[src/rtl/control_unit.sv]
// rtl/control_unit.sv - fetch/decode/execute sequencing FSM for the 8-bit CPU
module control_unit (
  input  logic       Clk,
  input  logic       Reset,
  input  logic [7:0] IR_out,
  input  logic [3:0] CCR_Result,
  output logic       IR_Load,
  output logic       MAR_Load,
  output logic       PC_Load,
  output logic       PC_Inc,
  output logic       A_Load,
  output logic       B_Load,
  output logic       CCR_Load,
  output logic [1:0] Bus1_Sel,
  output logic [1:0] Bus2_Sel,
  output logic [2:0] ALU_Sel,
  output logic       write
);

  localparam logic [4:0] S_F0  = 5'd0;
  localparam logic [4:0] S_F1  = 5'd1;
  localparam logic [4:0] S_F2  = 5'd2;
  localparam logic [4:0] S_DEC = 5'd3;
  localparam logic [4:0] S_I0  = 5'd4;
  localparam logic [4:0] S_I1  = 5'd5;
  localparam logic [4:0] S_I2  = 5'd6;
  localparam logic [4:0] S_D0  = 5'd7;
  localparam logic [4:0] S_D1  = 5'd8;
  localparam logic [4:0] S_D2  = 5'd9;
  localparam logic [4:0] S_D3  = 5'd10;
  localparam logic [4:0] S_D4  = 5'd11;
  localparam logic [4:0] S_S3  = 5'd12;
  localparam logic [4:0] S_X0  = 5'd13;
  localparam logic [4:0] S_B0  = 5'd14;
  localparam logic [4:0] S_B1  = 5'd15;
  localparam logic [4:0] S_B2  = 5'd16;
  localparam logic [4:0] S_N0  = 5'd17;

  logic [4:0] state;
  logic [4:0] state_next;

  logic is_ld_imm, is_ld_dir, is_st, is_alu, is_br, dest_b, br_taken;
  logic [2:0] alu_op;

  logic       ir_load_c, mar_load_c, pc_load_c, pc_inc_c;
  logic       a_load_c, b_load_c, ccr_load_c, write_c;
  logic [1:0] bus1_c, bus2_c;
  logic [2:0] alu_c;

  // Opcode classification, destination register, ALU function and branch condition
  always_comb begin
    is_ld_imm = (IR_out == 8'h86) || (IR_out == 8'h88);
    is_ld_dir = (IR_out == 8'h87) || (IR_out == 8'h89);
    is_st     = (IR_out == 8'h96) || (IR_out == 8'h97);
    is_alu    = (IR_out >= 8'h42) && (IR_out <= 8'h49);
    is_br     = (IR_out >= 8'h20) && (IR_out <= 8'h28);
    dest_b    = (IR_out == 8'h88) || (IR_out == 8'h89) || (IR_out == 8'h97) ||
                (IR_out == 8'h47) || (IR_out == 8'h49);
    case (IR_out)
      8'h42:        alu_op = 3'b000;
      8'h43:        alu_op = 3'b010;
      8'h44:        alu_op = 3'b100;
      8'h45:        alu_op = 3'b101;
      8'h46, 8'h47: alu_op = 3'b001;
      8'h48, 8'h49: alu_op = 3'b011;
      default:      alu_op = 3'b000;
    endcase
    case (IR_out)
      8'h20:   br_taken = 1'b1;
      8'h21:   br_taken = CCR_Result[3];
      8'h22:   br_taken = ~CCR_Result[3];
      8'h23:   br_taken = CCR_Result[2];
      8'h24:   br_taken = ~CCR_Result[2];
      8'h25:   br_taken = CCR_Result[1];
      8'h26:   br_taken = ~CCR_Result[1];
      8'h27:   br_taken = CCR_Result[0];
      8'h28:   br_taken = ~CCR_Result[0];
      default: br_taken = 1'b0;
    endcase
  end

  // State register; reset parks the machine in F0
  always_ff @(posedge Clk or negedge Reset) begin
    if (!Reset) state <= S_F0;
    else        state <= state_next;
  end

  // Next-state sequencing; flags only matter when leaving DEC
  always_comb begin
    state_next = S_F0;
    case (state)
      S_F0:  state_next = S_F1;
      S_F1:  state_next = S_F2;
      S_F2:  state_next = S_DEC;
      S_DEC: begin
        if (is_ld_imm)              state_next = S_I0;
        else if (is_ld_dir || is_st) state_next = S_D0;
        else if (is_alu)            state_next = S_X0;
        else if (is_br)             state_next = br_taken ? S_B0 : S_N0;
        else                        state_next = S_F0;
      end
      S_I0:  state_next = S_I1;
      S_I1:  state_next = S_I2;
      S_D0:  state_next = S_D1;
      S_D1:  state_next = S_D2;
      S_D2:  state_next = is_st ? S_S3 : S_D3;
      S_D3:  state_next = S_D4;
      S_B0:  state_next = S_B1;
      S_B1:  state_next = S_B2;
      default: state_next = S_F0;
    endcase
  end

  // Moore output decode from state and the held opcode
  always_comb begin
    ir_load_c  = 1'b0;
    mar_load_c = 1'b0;
    pc_load_c  = 1'b0;
    pc_inc_c   = 1'b0;
    a_load_c   = 1'b0;
    b_load_c   = 1'b0;
    ccr_load_c = 1'b0;
    write_c    = 1'b0;
    bus1_c     = 2'b00;
    bus2_c     = 2'b00;
    alu_c      = 3'b000;
    case (state)
      S_F0, S_I0, S_D0, S_B0: begin
        bus1_c     = 2'b00;
        bus2_c     = 2'b01;
        mar_load_c = 1'b1;
      end
      S_F1, S_I1, S_D1, S_N0: pc_inc_c = 1'b1;
      S_F2: begin
        bus2_c    = 2'b10;
        ir_load_c = 1'b1;
      end
      S_I2, S_D4: begin
        bus2_c   = 2'b10;
        a_load_c = ~dest_b;
        b_load_c = dest_b;
      end
      S_D2: begin
        bus2_c     = 2'b10;
        mar_load_c = 1'b1;
      end
      S_S3: begin
        bus1_c  = dest_b ? 2'b10 : 2'b01;
        write_c = 1'b1;
      end
      S_X0: begin
        bus1_c     = dest_b ? 2'b10 : 2'b01;
        bus2_c     = 2'b00;
        alu_c      = alu_op;
        a_load_c   = ~dest_b;
        b_load_c   = dest_b;
        ccr_load_c = 1'b1;
      end
      S_B2: begin
        bus2_c    = 2'b10;
        pc_load_c = 1'b1;
      end
      default: ;
    endcase
  end

  // Reset gates every output directly so a pending write dies without waiting for a clock
  assign IR_Load  = Reset & ir_load_c;
  assign MAR_Load = Reset & mar_load_c;
  assign PC_Load  = Reset & pc_load_c;
  assign PC_Inc   = Reset & pc_inc_c;
  assign A_Load   = Reset & a_load_c;
  assign B_Load   = Reset & b_load_c;
  assign CCR_Load = Reset & ccr_load_c;
  assign write    = Reset & write_c;
  assign Bus1_Sel = Reset ? bus1_c : 2'b00;
  assign Bus2_Sel = Reset ? bus2_c : 2'b00;
  assign ALU_Sel  = Reset ? alu_c  : 3'b000;

endmodule

[config.mk]
export PLATFORM = sky130hd
export DESIGN_NAME = control_unit
export DESIGN_NICKNAME = d
export VERILOG_FILES = /design/src/rtl/control_unit.sv
export SDC_FILE = /design/constraint.sdc
export NUM_CORES = 1
export LEC_CHECK = 0
export ABC_AREA = 1
export CORE_ASPECT_RATIO = 0.5
export CORE_MARGIN = 8
export CORE_UTILIZATION = 24
export CTS_BUF_LIST = sky130_fd_sc_hd__clkbuf_4 sky130_fd_sc_hd__clkbuf_8
export DETAILED_ROUTE_END_ITERATION = 8
export PLACE_DENSITY = 0.56
export SLEW_MARGIN = 20
export SYNTH_ARGS = -nofsm -noshare
export SYNTH_HDL_FRONTEND = slang
export SYNTH_SLANG_ARGS = --single-unit
[constraint.sdc]
create_clock -name Clk -period 2.2 [get_ports Clk]
set_input_delay 0.55 -clock Clk [delete_from_list [all_inputs] [get_ports Clk]]
set_output_delay 0.55 -clock Clk [all_outputs]
set_load 0.05 [all_outputs]
[Yosys cells after proc, flatten, opt, wreduce, memory -nomap -nowiden]
Cells that the tools add are included.
Cells by class
  add/sub/neg operators: 0
  multipliers: 0
  divide/modulo/power cells: 0
  order comparisons: 4
  eq/ne operators: 39
  shift operators: 0
  muxes and demuxes: 24
  bitwise gates (word level): 13
  reductions and logical operators: 19
Operators with widths (number)
  8-bit by 6-bit equality test with 1-bit output (second input constant): 9
  5-bit case mux with 12 select lines: 1
  8-bit by 7-bit equality test with 1-bit output (second input constant): 7
  8-bit equality test (second input constant): 6
  5-bit by 4-bit equality test with 1-bit output (second input constant): 8
  5-bit 2-to-1 mux: 5
  5-bit by 3-bit equality test with 1-bit output (second input constant): 4
  3-bit case mux with 5 select lines: 1
  5-bit by 2-bit equality test with 1-bit output (second input constant): 2
  5-bit equality test (second input constant): 2
  5-bit OR reduction: 2
  3-bit 2-to-1 mux: 3
  1-bit case mux with 9 select lines: 1
  1-bit bitwise AND: 8
  8-bit by 6-bit >= comparator with 1-bit output (second input constant): 1
  8-bit by 7-bit >= comparator with 1-bit output (second input constant): 1
  8-bit by 6-bit <= comparator with 1-bit output (second input constant): 1
  8-bit by 7-bit <= comparator with 1-bit output (second input constant): 1
  1-bit logical OR: 8
  1-bit 2-to-1 mux: 8
  2-bit 2-to-1 mux: 4
  4-bit OR reduction: 2
  2-bit OR reduction: 3
  5-bit by 1-bit equality test with 1-bit output (second input constant): 1
  other kinds (5): 10
Word-level totals
  register bits after elaboration: 5
  latch bits: 0
  bits in writable memories: 0
  ROM bits: 0
  output and inout bits: 15
  memories kept: 0

[Depth between registers and ports, before layout]
Gate-level depths: netlist of the first run.
  depth in word-level cells: 8
  mapped depth: 12
  depth with buffers taken out: 11

[Worst setup path after synthesis of the first run]
Ideal clock, no wire load.
  path kind: reg2out
  from: register state[4]
  to: output ALU_Sel[0]
  arrival time: 2.350 ns
  slack: -0.700 ns
  stages on the path, launching flop included: 6
  buffers on the path: 0
  cell sequence: dfrtp_1 > inv_1 > nand4_2 > nor2_1 > nand2_1 > nor2_1
Between the ends
  longest elaborated chain between the ends: 3
Ends and longest elaborated chain
  start, declared: line 39  | logic [4:0] state;
  start signal, assigned: line 85  | else state <= state_next;
  5-bit by 4-bit equality test with 1-bit output: line 127  | case (state)
  3-bit 2-to-1 mux: line 127
  3-bit 2-to-1 mux: line 178  | assign ALU_Sel = Reset ? alu_c : 3'b000;
  end, declared: line 16  | output logic [2:0] ALU_Sel,
No other way between the ends.

[Worst setup path in the final report of the first run]
  from: input IR_out[5]
  to: output ALU_Sel[2]
Between the ends
  longest elaborated chain between the ends: 5
  elaborated cells on any way between the ends: 12
  classes of those cells: 7 x eq/ne; 3 x mux; 2 x reduce/logical
Ends and longest elaborated chain
  start, declared: line 5  | input logic [7:0] IR_out,
  8-bit by 7-bit equality test with 1-bit output: line 59  | case (IR_out)
  2-bit OR reduction: line 59
  3-bit case mux with 5 select lines (*): line 59
  3-bit 2-to-1 mux (*): line 127
  3-bit 2-to-1 mux (*): line 178
Mark *: on every way between the ends. The rest lies on a longest branch, timed or not.

==> flow_metrics.py, run 1 <==
metrics = {
    "worst_setup_path": {
        "setup.worst_path.start": "IR_out[5]",
        "reg2reg_depth": 6,
        "rrSetupSlack_ns": 0.83,
        "cp-end-kind": "primary output",
        "critPathArrivalTime_ns": 1.64,
        "cp_max_fo": 3,
        "crit_end": "ALU_Sel[2]",
        "critical_path_class": "in -> out",
        "required_ns": 1.65,
        "cp-start-kind": "input port",
        "r2r_end": "state[4]$_DFF_PN0_",
        "worstReg2RegStart": "state[3]$_DFF_PN0_",
    },
    "sta": {
        "rsz0062_at_grt": "yes",
        "fmax_ghz": 0.4569,
        "fin_skew_ns": 0.001864,
        "slew_headroom_pct": 80.21,
        "final-max-slew-violation-count": 0,
        "tightest_slew_ns": 0.2946,
        "setup_viol": 0,
        "finalHoldViolations": 0,
        "fin_crit_sh_pct": 99.48,
        "fin_hold_ws_ns": 0.4075,
        "finalCriticalPeriod_ns": 2.189,
    },
    "clock_tree": {
        "clk_latency_ns": 0.22,
        "cts_htree_levels": 1,
        "cts_tree": "done",
        "cts_buffers": 3,
        "clock-sinks": 5,
        "cts_hold_buf": 0,
        "cts_root_buffer": "clkbuf_8",
        "clockBufferDepth": 2,
        "cts.reportedPaths.clkPinSlew_ns": 0.04,
    },
    "min_path": {
        "hp-class": "in -> async",
    },
    "global_routing": {
        "grt_pass1_wl_microns": 5609,
        "grtUsageTotal_pct": 10.82,
        "grt_max_degree": 9,
        "antenna_found_initial": 0,
        "grt_pass1_vias": 1361,
        "overflow": 0,
    },
    "final_layout": {
        "final_cells": 301,
        "drive_above_1_share_pct": 54.66,
        "largest_reg_flops": 5,
        "areaGrowthSynthToFinish_pct": 111.1,
        "antenna_cells": 0,
        "largest_register": "state",
        "final_nets": 262,
        "reg.largest.list": "state: 5 flops",
        "utilization_pct": 51.25,
    },
    "yosys": {
        "syn_nets": 184,
        "synthCells": 170,
        "postSynthAreaPerCell_sq_um": 5.432,
        "synth.distinct_cells": 30,
        "ys_ff_latch": 5,
        "ys_seq_area_share_pct": 13.55,
        "synth.top_cell.area_share_pct": 16.67,
        "yosysWarningCount": 0,
        "synth.largest_area_cell": "nand2_1",
        "synthTopCellsByArea": "nand2_1, nor2_1, dfrtp_1, inv_1, nand3_1",
        "syn_area_sq_um": 923.4,
    },
    "detailed_routing": {
        "drt-vias-per-instance": 4.488,
        "drt-total-wl_microns": 3534,
        "firstDrtPassIters": 4,
        "ant_nets": 0,
        "drc": 0,
        "dr.first_iter.drc_count": 30,
        "routed-via-count": 1351,
        "wl_per_cell_microns": 11.74,
    },
    "floorplanning": {
        "start_util_pct": 24.28,
        "die_width_microns": 103.7,
        "die_y_microns": 59.86,
        "io_pins": 29,
        "core_area_sq_mm": 0.003804,
        "rows": 16,
        "die-area_sq_mm": 0.006209,
    },
    "placement": {
        "io_buffers": 28,
        "hpwl_microns": 2719,
        "finalWeightedCongestion": 0.8951,
        "dp_cells": 279,
    },
    "pwr": {
        "powerDensity_mw_per_mm2": 553.6,
        "totalPowerFinal_mw": 1.079,
        "cellLeakagePower_nw": 0.9766,
        "ir_drop_uv": 177.7,
    },
    "job": {
        "cap_violations": 0,
    },
    "run_status": {
        "status": "completed",
    },
}
-- synth_stat cells --
cell type,n
nand4_1,2
nor3_2,3
nand3b_1,1
clkinv_1,1
nor3_1,6
o211a_1,1
buf_6,1
nand2_2,3
nand2_1,41
dfrtp_1,5
a41oi_1,1
nand3b_2,1
inv_2,7
a21oi_1,3
nand3_1,12
a21oi_2,1
nor2_4,2
nand4_2,1
nor2_1,36
a211oi_1,1
nand3_2,2
inv_1,23
nand2_4,1
nor3_4,1
nor4_1,1
o31ai_1,1
o22ai_1,3
o21ai_1,4
inv_4,1
o21ai_0,4
-- stage by stage --
stage,instance area [sq um],setup WS [ns],setup TNS [ns]
after global placement,1657,-0.4229,-2.903
after detailed placement,1657,-0.4411,-3.118
after CTS,1837,0.0006334,0
after floorplan,959.7,-0.07260,-0.1872
final,1949,0.01139,0
after global routing,1949,-0.04869,-0.1654
-- what timing repair did --
action / in CTS / in global routing
pin swaps: 11 / 14
gates resized for setup: 47 / 37
buffers inserted: 13 / 5
setup endpoints to repair: 13 / 8
-- cell usage in the layout (no fill, tap or decap), types with 2 or more instances in the layout --
| cell | count |
|---|---|
| nand4_1 | 2 |
| nor3_4 | 4 |
| nor2_2 | 8 |
| dfrtp_2 | 3 |
| clkbuf_8 | 3 |
| buf_6 | 5 |
| buf_4 | 44 |
| a21oi_1 | 3 |
| inv_1 | 14 |
| o21ai_1 | 5 |
| nand2_1 | 32 |
| buf_2 | 4 |
| nand3_2 | 2 |
| o22ai_1 | 2 |
| inv_2 | 13 |
| buf_12 | 15 |
| clkdlybuf4s50_1 | 4 |
| nor2_4 | 8 |
| nand2_4 | 3 |
| o21ai_0 | 2 |
| nor2_1 | 22 |
| nand2_2 | 10 |
| inv_4 | 4 |
| nand3_1 | 12 |
| dfrtp_1 | 2 |
| nor3_1 | 5 |
-- cell type report --
cell class,instances,area (sq um)
inverters,32,130.1
fillers,374,1854
multi-input cells,132,812.0
clock buffers,4,48.80
well taps,54,67.56
flip-flops and latches,5,128.9
repair buffers,74,762.0
-- how the worst min path moves through the flow --
| stage | start | to | cells after the start |
|---|---|---|---|
| after floorplan | Reset | state[0]$_DFF_PN0_ | 0 |
| after global placement | state[2]$_DFF_PN0_ | state[4]$_DFF_PN0_ | 4 |
| after detailed placement | state[1]$_DFF_PN0_ | state[2]$_DFF_PN0_ | 3 |
| after CTS | Reset | state[3]$_DFF_PN0_ | 2 |
| after global routing | Reset | state[3]$_DFF_PN0_ | 2 |
| final | Reset | state[3]$_DFF_PN0_ | 2 |
-- report_power, final --
part	internal [mW]	switching [mW]	total, mW	leakage (nW)
Sequential	0.124	0.0543	0.178	0.0608
Clock	0.136	0.0424	0.179	0.0262
Combinational	0.305	0.417	0.722	0.890
-- per-layer routing --
metal / global-route usage [%] / part of all wire (%) / wire length (microns) / vias up
li1: - / - / - / 704
met1: 12.15 / 44 / 1561 / 623
met2: 21.38 / 53 / 1863 / 22
met3: 1.398 / 2.6 / 92 / 2
met4: 3.055 / 0.48 / 17 / 0
met5: 0 / 0 / 0 / -
-- worst max-delay path, stage by stage --
cell and delay [ns]:
buf_6 0.10, inv_4 0.05, nand2_4 0.07, nor3_4 0.23, buf_4 0.14, buf_4 0.11
nand2_2 0.07, nor3_4 0.16, buf_12 0.16
-- cell families (layout without fill, tap and decap cells) --
group | Yosys count | after routing | synth area share (%)
AND/OR/NAND/NOR | 113 | 113 | 59.35
buffers and inverters | 33 | 110 | 14.50
AO/OA/AOI/OAI | 19 | 19 | 12.60
flip-flops | 5 | 5 | 13.55
Note: power is estimated with default switching activity, not from simulation.
==> run 2: changes to the inputs <==
clock period = 2.09 ns   (was 2.2 ns; I/O delays follow)
==> run 2 against run 1 <==
Effect of this change: the run now ends with negative setup slack left; first-iteration DRC count up 30%; final cell count rose by 1.3%; global-route usage shrank 0.46 points; largest power group unchanged.
==> flow_metrics.py, run 2 (synthesis results as in run 1) <==
metrics = {
    "run_status": {
        "status": "finished, violations left",
        "violations": "negative setup slack",
    },
    "sta": {
        "finalHoldViolations": 0,
        "fin_crit_sh_pct": 100.5,
        "setup-tns-final_ns": -0.02638,
        "setup_viol": 3,
        "fin_ws_ns": -0.01112,
        "finalCriticalPeriod_ns": 2.101,
        "tightest_slew_ns": 0.3176,
        "fin_skew_ns": 0.0005567,
        "fmax_ghz": 0.4759,
        "slew_headroom_pct": 78.75,
        "final-max-slew-violation-count": 0,
        "rsz0062_at_grt": "yes",
    },
    "final_layout": {
        "reg.largest.list": "state: 5 flops",
        "utilization_pct": 53.39,
        "final_cells": 305,
        "final_common_cell": "buf_4",
        "final_nets": 266,
        "areaGrowthSynthToFinish_pct": 119.9,
        "layout_common_cells": "buf_4, nand2_1, nor2_1, buf_12, inv_2",
        "antenna_cells": 0,
        "drive_above_1_share_pct": 57.77,
        "largest_reg_flops": 5,
        "largest_register": "state",
    },
    "floorplanning": {
        "die-area_sq_mm": 0.006209,
        "die_y_microns": 59.86,
        "core_area_sq_mm": 0.003804,
        "rows": 16,
        "die_width_microns": 103.7,
        "start_util_pct": 24.28,
        "io_pins": 29,
    },
    "detailed_routing": {
        "firstDrtPassIters": 4,
        "drt-total-wl_microns": 3256,
        "routed-via-count": 1357,
        "drc": 0,
        "wl_per_cell_microns": 10.68,
        "drt-vias-per-instance": 4.449,
        "ant_nets": 0,
        "dr.first_iter.drc_count": 39,
    },
    "clock_tree": {
        "cts.reportedPaths.clkPinSlew_ns": 0.03,
        "cts_tree": "done",
        "clk_latency_ns": 0.22,
        "cts_root_buffer": "clkbuf_8",
        "cts_buffers": 3,
        "clockBufferDepth": 2,
        "clock-sinks": 5,
        "cts_htree_levels": 1,
    },
    "global_routing": {
        "grtUsageTotal_pct": 10.36,
        "grt_max_degree": 8,
        "antenna_found_initial": 0,
        "overflow": 0,
        "grt_pass1_vias": 1295,
        "grt_pass1_wl_microns": 5478,
    },
    "worst_setup_path": {
        "worst_path_max_delay_cell": "dfrtp_2",
        "cp-start-kind": "flip-flop",
        "cpPeakStageDelay_ns": 0.44,
        "critical_path_class": "reg -> out",
        "required_ns": 1.57,
        "critPathArrivalTime_ns": 1.58,
        "rrSetupSlack_ns": 0.63,
        "crit_top_cell": "nand2_1",
        "worstReg2RegStart": "state[1]$_DFF_PN0_",
        "cp_max_fo": 7,
        "reg2reg_depth": 8,
        "crit_chain": "nand2_1 > nor3_1 > nor2_1 > o21ai_0 > nand2_1 > o21ai_2 > buf_12",
        "cp-end-kind": "primary output",
        "r2r_end": "state[2]$_DFF_PN0_",
    },
    "placement": {
        "finalWeightedCongestion": 0.8940,
        "hpwl_microns": 2513,
        "dp_cells": 277,
        "io_buffers": 28,
    },
    "pwr": {
        "powerDensity_mw_per_mm2": 577.9,
        "cellLeakagePower_nw": 1.031,
        "ir_drop_uv": 240.5,
    },
    "job": {
        "cap_violations": 0,
    },
    "min_path": {
        "hp-class": "in -> async",
    },
}
run 2: layer usage:
layer	track usage (%)	vias to the layer above	share of wire [%]
met5	0	-	0
met4	3.055	0	1.0
met3	1.398	5	3.3
met2	20.11	38	53
met1	11.80	607	43
li1	-	707	-
run 2: worst max-delay path: cells and delay by family, from the launching register on:
kind	cells	cell delay, ns
compound gates	2	0.16
buf+inv	1	0.16
simple gates	4	0.59
flops	1	0.44
run 2: what timing repair did:
action                     in CTS  in global routing
hold buffers                    0                  0
setup buffers                  22                  2
pin swaps                      17                 10
resized for setup              64                 28
hold endpoints to repair        0                  0
setup endpoints to repair      15                 16
run 2: final cells by class:
class	count	area [sq um]
Multi-Input combinational cell	132	855.8
Fill cell	345	1773
Sequential cell	5	128.9
Tap cell	54	67.56
Inverter	32	131.4
Timing Repair Buffer	78	798.3
Clock buffer	4	48.80
run 2: worst max-delay path by stage:
stage	startpoint	endpoint	depth (start not counted)
after floorplan	state[3]$_DFF_PN0_	ALU_Sel[2]	6
final	state[0]$_DFF_PN0_	MAR_Load	7
after detailed placement	IR_out[1]	A_Load	10
after global placement	IR_out[5]	A_Load	10
after CTS	state[0]$_DFF_PN0_	Bus2_Sel[1]	7
after global routing	state[1]$_DFF_PN0_	PC_Inc	7
run 2: report_power, final:
part	switching, mW	internal (mW)
combinational	0.453	0.351
sequential	0.0487	0.131
clock	0.0466	0.144
total	0.549	0.625
run 2: per-stage QoR:
stage	area, sq um	power [mW]	hold WS (ns)	worst slack, ns
2_1_floorplan	978.4	0.5574	0.2269	-0.09959
5_1_grt	2031	1.254	0.4452	-0.08877
6_report	2031	1.174	0.4212	-0.01112
4_1_cts	1916	1.098	0.4312	0.003262
3_3_place_gp	1660	0.8515	0.7330	-0.4919
3_5_place_dp	1660	0.8489	0.7334	-0.5209
